### config.mk
export PLATFORM = sky130hd
export DESIGN_NAME = mips_ni_ctrl
export DESIGN_NICKNAME = d
export VERILOG_FILES = /design/src/rtl/mips_ni_ctrl.sv
export SDC_FILE = /design/constraint.sdc
export NUM_CORES = 1
export LEC_CHECK = 0
export CAP_MARGIN = 15
export CORE_ASPECT_RATIO = 0.8
export CORE_MARGIN = 4
export CORE_UTILIZATION = 56
export CTS_BUF_LIST = sky130_fd_sc_hd__clkbuf_4 sky130_fd_sc_hd__clkbuf_8 sky130_fd_sc_hd__clkbuf_16
export CTS_CLUSTER_SIZE = 28
export DETAILED_ROUTE_END_ITERATION = 7
export PLACE_DENSITY = 0.78
export SKIP_LAST_GASP = 1
export SLEW_MARGIN = 20
export SYNTH_ARGS = -nofsm -noshare
export SYNTH_HDL_FRONTEND = slang
export SYNTH_SLANG_ARGS = --single-unit
### constraint.sdc
create_clock -name clk -period 5.7 [get_ports clk]
set_clock_uncertainty 0.15 [all_clocks]
set_input_delay 0.855 -clock clk [delete_from_list [all_inputs] [get_ports clk]]
set_output_delay 0.855 -clock clk [all_outputs]
set_load 0.01 [all_outputs]
### src/rtl/mips_ni_ctrl.sv
// mips_ni_ctrl: network interface linking the MIPS core send/receive path to its local NoC router port
module mips_ni_ctrl #(
   parameter int DATA_W   = 32,
   parameter int ADDR_W   = 2,
   parameter int NODE_ID  = 0,
   parameter int TX_DEPTH = 4,
   parameter int RX_DEPTH = 4
) (
   input  logic                       clk,
   input  logic                       rst,
   input  logic                       proc_valid,
   input  logic [ADDR_W-1:0]          proc_dest,
   input  logic [DATA_W-1:0]          proc_data,
   input  logic                       proc_ready_in,
   output logic                       proc_stall,
   output logic                       data_valid,
   output logic [DATA_W-1:0]          wd_NI,
   output logic [ADDR_W-1:0]          rx_src,
   output logic                       mips_ni,
   output logic [2*ADDR_W+DATA_W-1:0] flit_out,
   output logic                       flit_out_valid,
   input  logic                       flit_out_ready,
   input  logic [2*ADDR_W+DATA_W-1:0] flit_in,
   input  logic                       flit_in_valid,
   output logic                       flit_in_ready,
   output logic [7:0]                 misroute_cnt
);
   localparam int FW  = 2*ADDR_W+DATA_W;
   localparam int TPW = $clog2(TX_DEPTH);
   localparam int RPW = $clog2(RX_DEPTH);
   localparam logic [ADDR_W-1:0] ME = ADDR_W'(NODE_ID);
   typedef enum logic [1:0] {S_IDLE, S_WAIT, S_DELIVER} state_t;
   state_t state, state_nx;
   logic [FW-1:0] tx_mem [TX_DEPTH];
   logic [FW-1:0] rx_mem [RX_DEPTH];
   logic [TPW-1:0] tx_wr, tx_rd;
   logic [RPW-1:0] rx_wr, rx_rd;
   logic [TPW:0] tx_cnt;
   logic [RPW:0] rx_cnt;
   logic tx_full, tx_empty, tx_push, tx_pop;
   logic rx_full, rx_empty, rx_accept, rx_push, rx_pop, misrouted;
   assign tx_full        = tx_cnt[TPW];
   assign tx_empty       = tx_cnt == '0;
   assign tx_push        = proc_valid && !tx_full;
   assign tx_pop         = flit_out_valid && flit_out_ready;
   assign flit_out_valid = !tx_empty;
   assign flit_out       = tx_empty ? '0 : tx_mem[tx_rd];
   assign rx_full        = rx_cnt[RPW];
   assign rx_empty       = rx_cnt == '0;
   assign flit_in_ready  = !rx_full;
   assign rx_accept      = flit_in_valid && flit_in_ready;
   assign rx_push        = rx_accept && flit_in[FW-1 -: ADDR_W] == ME;
   assign misrouted      = rx_accept && flit_in[FW-1 -: ADDR_W] != ME;
   assign rx_pop         = state == S_DELIVER;
   assign mips_ni        = !rx_empty;
   // masked during reset so the core is never frozen while the interface is held in reset
   assign proc_stall     = rst && ((proc_ready_in && state != S_DELIVER) || (proc_valid && tx_full));
   always_ff @(posedge clk) begin
      if (tx_push) tx_mem[tx_wr] <= {proc_dest, ME, proc_data};
      if (rx_push) rx_mem[rx_wr] <= flit_in;
   end
   always_ff @(posedge clk or negedge rst) begin
      if (!rst) begin
         tx_wr        <= '0;
         tx_rd        <= '0;
         tx_cnt       <= '0;
         rx_wr        <= '0;
         rx_rd        <= '0;
         rx_cnt       <= '0;
         misroute_cnt <= '0;
      end else begin
         if (tx_push) tx_wr <= tx_wr + 1'b1;
         if (tx_pop) tx_rd <= tx_rd + 1'b1;
         tx_cnt <= tx_cnt + {{TPW{1'b0}}, tx_push} - {{TPW{1'b0}}, tx_pop};
         if (rx_push) rx_wr <= rx_wr + 1'b1;
         if (rx_pop) rx_rd <= rx_rd + 1'b1;
         rx_cnt <= rx_cnt + {{RPW{1'b0}}, rx_push} - {{RPW{1'b0}}, rx_pop};
         if (misrouted && misroute_cnt != 8'hFF) misroute_cnt <= misroute_cnt + 8'd1;
      end
   end
   always_comb begin
      state_nx = state;
      if (state == S_DELIVER) state_nx = S_IDLE;
      else if (state == S_WAIT || proc_ready_in) state_nx = rx_empty ? S_WAIT : S_DELIVER;
   end
   // delivery outputs are loaded on entry to DELIVER so they are valid throughout that state
   always_ff @(posedge clk or negedge rst) begin
      if (!rst) begin
         state      <= S_IDLE;
         data_valid <= 1'b0;
         wd_NI      <= '0;
         rx_src     <= '0;
      end else begin
         state      <= state_nx;
         data_valid <= state_nx == S_DELIVER;
         if (state_nx == S_DELIVER) begin
            wd_NI  <= rx_mem[rx_rd][DATA_W-1:0];
            rx_src <= rx_mem[rx_rd][DATA_W +: ADDR_W];
         end
      end
   end
endmodule

==> flow_summary.yaml, run 1 <==
sta:
  fin_tns_setup_ns: 0
  setup_viol: 0
  setup_slack_ns: 1.70
  slew_headroom_pct: 32.2
  period_minus_slack_ns: 4.00
  grt_setup_unrepaired: "false"
  worstMarginPinSlew_ns: 1.02
  finalHoldViolCount: 0
  post-route-period-util_pct: 70.3
  drv_slew: 0
  fmax_mhz: 250
die:
  dieArea_um2: 25100
  dieHeight_um: 143
  row_count: 48
  io_pins: 159
  core_um2: 21900
  initial_core_util_pct: 57.9
  die_w_um: 176
critical_path:
  regToRegEndpoint: "rx_cnt[2]$_DFF_PN0_"
  r2r_start: "rx_cnt[2]$_DFF_PN0_"
  endpoint: "flit_out[35]"
  cp-end-kind: "output port"
  crit_fanout: 21
  cpPeakStageDelay_ns: 0.71
  cp_top_family: "buffers and inverters"
  reg2reg_slack_ns: 2.81
  cp-start-kind: "flip-flop"
  reg2regPathDepth: 10
  crit_path_top_delay_cell: "dfrtp_2"
  crit_start: "tx_rd[0]$_DFFE_PN0P_"
  path_buf_inv: 2
  worstPathCellList: "buf_4 > mux4_2 > and2_1 > clkdlybuf4s50_1"
  cp.depth: 4
  worstPathRequired_ns: 4.70
  critPathArrivalTime_ns: 3.00
  crit_type: "reg -> out"
cells_and_area:
  nets: 854
  seqCellArea_um2: 9650
  multi_input_area_um2: 2820
  antenna_cells: 0
  drive_gt1_share_pct: 22.2
  mostFrequentLayoutCells: "edfxtp_1 (272), clkdlybuf4s50_1 (155), mux4_2 (65)"
  final_common_cell: "edfxtp_1"
  syn_to_final_growth_pct: 22.3
  fillers: 1311
synthesis:
  synth_edf_count: 272
  yosys_most_used_dff: "edfxtp_1"
  syn-mean-instance-area_um2: 21.4
  netlist_instances: 594
  synth.distinct_cells: 38
  synth-async-reset-ratio_pct: 17.8
  seq_area_frac_synth_pct: 76.0
  netlist_area_um2: 12700
  yosysWarningCount: 0
  synth_seq_cells: 331
clock_network:
  clock-sinks: 331
  cts_resized: 0
  insertion_delay_ns: 0.54
  ctsHoldBuffers: 0
  clock_path_buffers: 3
  path_clk_slew_ns: 0.06
  cts_tree: "yes"
  cts.htree.levels: 1
  cts_made_buffers: 31
  post_cts_buffers: 0
  root_buffer: "clkbuf_16"
drt:
  ant_nets: 0
  wire_per_inst_um: 22.3
  drcViolationCount: 0
  drt-vias-per-instance: 5.53
  dr.pass1.iters: 4
  wirelength_um: 24200
  drtIter0Drc: 534
  vias: 6012
place:
  hpwl_um: 14800
  portBuffers: 156
  pre_cts_slack_ns: 2.02
  gp_congestion: 0.728
power:
  worst_ir_drop_vdd_v: 0.000262
  cellLeakagePower_nw: 5.34
  power_density_nw_per_um2: 503
outcome:
  status: "complete, no violations"
flow_run:
  cap_violations: 0
global_routing:
  grt_overflow: 0
  grt_pass1_vias: 6730
  antenna_found_initial: 1
  grt_use_total_pct: 19.7
  grt_pass1_wl_um: 38300
  grt_max_degree: 60
min_path:
  holdCritPathClass: "reg -> reg"
[worst min-delay path by stage]
stage / from / end / slack [ns] / cells past startpoint
final: wd_NI[5]$_DFFE_PN0P_ / wd_NI[5]$_DFFE_PN0P_ / 0.36 / 1
after global placement: tx_cnt[0]$_DFF_PN0_ / tx_cnt[0]$_DFF_PN0_ / 0.33 / 1
after detailed placement: wd_NI[5]$_DFFE_PN0P_ / wd_NI[5]$_DFFE_PN0P_ / 0.35 / 1
after global routing: wd_NI[6]$_DFFE_PN0P_ / wd_NI[6]$_DFFE_PN0P_ / 0.39 / 1
after floorplan: tx_cnt[0]$_DFF_PN0_ / tx_cnt[0]$_DFF_PN0_ / 0.32 / 1
after CTS: wd_NI[6]$_DFFE_PN0P_ / wd_NI[6]$_DFFE_PN0P_ / 0.36 / 1
[power breakdown]
group	internal (W)	leakage [nW]	switching [W]
Combinational	0.00144	1.67	0.00110
Sequential	0.00303	3.16	0.000225
Clock	0.00119	0.513	0.000833
Total	0.00565	5.34	0.00216
[sequential cells by signal (all words and copies together), names as in the netlist]
name and flops:
rx_mem 136, tx_mem 136, wd_NI 32, misroute_cnt 8
rx_cnt 3, tx_cnt 3, rx_rd 2, rx_src 2
rx_wr 2, state 2, tx_rd 2, tx_wr 2
data_valid 1
[stage by stage]
| stage | hold WS [ns] | instance area (µm²) | power, W | util (%) | cells |
|---|---|---|---|---|---|
| floorplan | 0.322 | 12700 | 0.00479 | - | 595 |
| global placement | 0.332 | 14500 | 0.00577 | 66.1 | 1030 |
| detailed placement | 0.346 | 14500 | 0.00587 | 66.1 | 1030 |
| CTS | 0.364 | 15500 | 0.00791 | 70.8 | 1087 |
| global route | 0.388 | 15500 | 0.00821 | 70.8 | 1087 |
| finish | 0.359 | 15500 | 0.00781 | 70.8 | 1087 |
[cells in the mapped netlist (all sizes together), types with 6 or more instances]
| cell type | n | area share (%) |
|---|---|---|
| inv | 17 | 0.50 |
| clkbuf | 6 | 0.18 |
| and2 | 43 | 2.1 |
| dfrtp | 59 | 12 |
| buf | 20 | 1.2 |
| edfxtp | 272 | 64 |
| mux2 | 36 | 3.2 |
| xnor2 | 9 | 0.62 |
| mux4 | 68 | 12 |
| nand2 | 9 | 0.33 |
| ha | 13 | 1.3 |
| xor2 | 6 | 0.41 |
| o21ai | 7 | 0.28 |
[final cells by class]
class / instances / share of cell area, %
Clock buffer: 44 / 5.79
Clock inverter: 13 / 0.758
Inverter: 17 / 0.411
Multi-Input combinational cell: 221 / 18.2
Sequential cell: 331 / 62.2
Tap cell: 300 / 2.42
Timing Repair Buffer: 161 / 10.3
[routing by layer]
layer / vias up / global-route usage [%] / part of all wire, %
li1: 2685 / - / -
met1: 3104 / 27.6 / 42
met2: 176 / 33.0 / 50
met3: 45 / 4.06 / 5.7
met4: 2 / 4.18 / 2.0
met5: - / 0 / 0.029
[kinds of logic after synthesis]
family / synth area share (%)
compound gates: 0.533
xor+xnor: 1.04
fa+ha+maj: 1.60
buf+inv: 1.87
flops: 76.0
mux: 15.4
other cells: 0.0296
simple gates: 3.53
Power figures use the tool's default switching activity.
==> run 2: changes to the inputs <==
--- a/config.mk
+++ b/config.mk
@@ -8,11 +8,11 @@
 export CAP_MARGIN = 15
 export CORE_ASPECT_RATIO = 0.8
 export CORE_MARGIN = 4
-export CORE_UTILIZATION = 56
+export CORE_UTILIZATION = 55
 export CTS_BUF_LIST = sky130_fd_sc_hd__clkbuf_4 sky130_fd_sc_hd__clkbuf_8 sky130_fd_sc_hd__clkbuf_16
 export CTS_CLUSTER_SIZE = 28
 export DETAILED_ROUTE_END_ITERATION = 7
-export PLACE_DENSITY = 0.78
+export PLACE_DENSITY = 0.77
 export SKIP_LAST_GASP = 1
 export SLEW_MARGIN = 20
 export SYNTH_ARGS = -nofsm -noshare
==> constraint.sdc (replaced) <==
create_clock -name clk -period 4 [get_ports clk]
set_clock_uncertainty 0.15 [all_clocks]
set_input_delay 0.6 -clock clk [delete_from_list [all_inputs] [get_ports clk]]
set_output_delay 0.6 -clock clk [all_outputs]
set_load 0.01 [all_outputs]
==> run 2 against run 1 <==
Net effect: cell count increased by 1.8%; global-route usage up 0.28 points; setup slack got worse by 1.2 ns; largest cell class unchanged; highest routed layer unchanged.
==> flow_summary.yaml, run 2 (synthesis results as in run 1) <==
outcome:
  status: "complete, no violations"
critical_path:
  crit_fanout: 14
  reg2regPathDepth: 10
  worstPathRequired_ns: 3.25
  crit_type: "reg -> out"
  critPathArrivalTime_ns: 2.71
  cp-end-kind: "output port"
  cp-start-kind: "flip-flop"
die:
  dieArea_um2: 25600
  io_pins: 159
  row_count: 49
  die_w_um: 178
  dieHeight_um: 144
  initial_core_util_pct: 56.2
  core_um2: 22600
global_routing:
  grt_pass1_wl_um: 38800
  grt_pass1_vias: 6780
  grt_overflow: 0
  grt_use_total_pct: 20.0
  antenna_found_initial: 2
  grt_max_degree: 60
drt:
  drt-vias-per-instance: 5.60
  wire_per_inst_um: 22.4
  dr.pass1.iters: 4
  vias: 6197
  wirelength_um: 24800
  drcViolationCount: 0
  ant_nets: 0
  drtIter0Drc: 434
sta:
  worstMarginPinSlew_ns: 0.927
  grt_setup_unrepaired: "false"
  slew_headroom_pct: 38.2
  period_minus_slack_ns: 3.46
  finalHoldViolCount: 0
  fin_tns_setup_ns: 0
  fmax_mhz: 289
  setup_viol: 0
  post-route-period-util_pct: 86.6
  drv_slew: 0
clock_network:
  cts_made_buffers: 34
  clock-sinks: 331
  post_cts_buffers: 0
  ctsHoldBuffers: 0
  root_buffer: "clkbuf_16"
  cts_tree: "yes"
  path_clk_slew_ns: 0.06
  cts.htree.levels: 2
  clock_path_buffers: 3
  cts_resized: 0
  insertion_delay_ns: 0.50
place:
  portBuffers: 156
  placed_cell_area_um2: 14600
  hpwl_um: 15400
  gp_congestion: 0.740
cells_and_area:
  mostFrequentLayoutCells: "edfxtp_1 (272), clkdlybuf4s50_1 (155), mux4_2 (65)"
  nets: 868
  reg_top3: "rx_mem (136), tx_mem (136), wd_NI (32)"
  final_area_um2: 15700
  final_common_cell: "edfxtp_1"
  drive_gt1_share_pct: 23.1
  antenna_cells: 0
  syn_to_final_growth_pct: 23.5
power:
  cellLeakagePower_nw: 5.43
  worst_ir_drop_vdd_v: 0.000390
  power_density_nw_per_um2: 724
flow_run:
  cap_violations: 0
min_path:
  holdCritPathClass: "in -> async"
-- run 2: worst paths after layout --
kind | start | end | slack (ns)
worst max-delay path | tx_rd[0]$_DFFE_PN0P_ | flit_out[26] | 0.54
worst min-delay path | rst | tx_wr[1]$_DFFE_PN0P_ | 0.24
worst max register to register | rx_cnt[2]$_DFF_PN0_ | rx_cnt[2]$_DFF_PN0_ | 1.11
worst min register to register | tx_cnt[0]$_DFF_PN0_ | tx_cnt[0]$_DFF_PN0_ | 0.35
max in group asynchronous | rst | tx_rd[0]$_DFFE_PN0P_ | 2.86
min in group clk | tx_cnt[0]$_DFF_PN0_ | tx_cnt[0]$_DFF_PN0_ | 0.35
-- run 2: area by class of cell --
| type | instances | area (µm²) |
|---|---|---|
| clock buffers | 47 | 972 |
| flip-flops and latches | 331 | 9650 |
| repair buffers | 172 | 1680 |
| well taps | 306 | 383 |
| fillers | 1450 | 6890 |
| clock inverters | 13 | 114 |
| inverters | 17 | 63.8 |
| multi-input cells | 221 | 2810 |
-- run 2: critical path: stages (launching register included) --
cell and delay, ns:
dfrtp_2 0.65, buf_4 0.35, mux4_2 0.54, and2_1 0.17
clkdlybuf4s50_1 0.49
-- run 2: per-layer routing --
| layer | share of wire (%) | vias up | global-route usage [%] |
|---|---|---|---|
| met5 | 0.16 | - | 0 |
| met4 | 1.8 | 4 | 5.04 |
| met3 | 6.8 | 41 | 4.58 |
| met2 | 50 | 179 | 32.9 |
| met1 | 41 | 3259 | 27.8 |
| li1 | - | 2714 | - |
-- run 2: report_power, final --
| part | switching, W | internal [W] |
|---|---|---|
| clock network | 0.00122 | 0.00183 |
| registers | 0.000411 | 0.00431 |
| logic | 0.00149 | 0.00208 |
-- run 2: through the flow --
step | worst slack (ns) | std cells | power, W | utilization [%] | hold slack, ns
after CTS | 0.465 | 1107 | 0.0115 | 69.4 | 0.249
after global routing | 0.359 | 1107 | 0.0119 | 69.4 | 0.288
final | 0.538 | 1107 | 0.0113 | 69.4 | 0.243
after global placement | 0.660 | 1047 | 0.00826 | 64.6 | 0.332
after floorplan | 1.44 | 595 | 0.00682 | - | 0.154
after detailed placement | 0.518 | 1047 | 0.00841 | 64.6 | 0.341
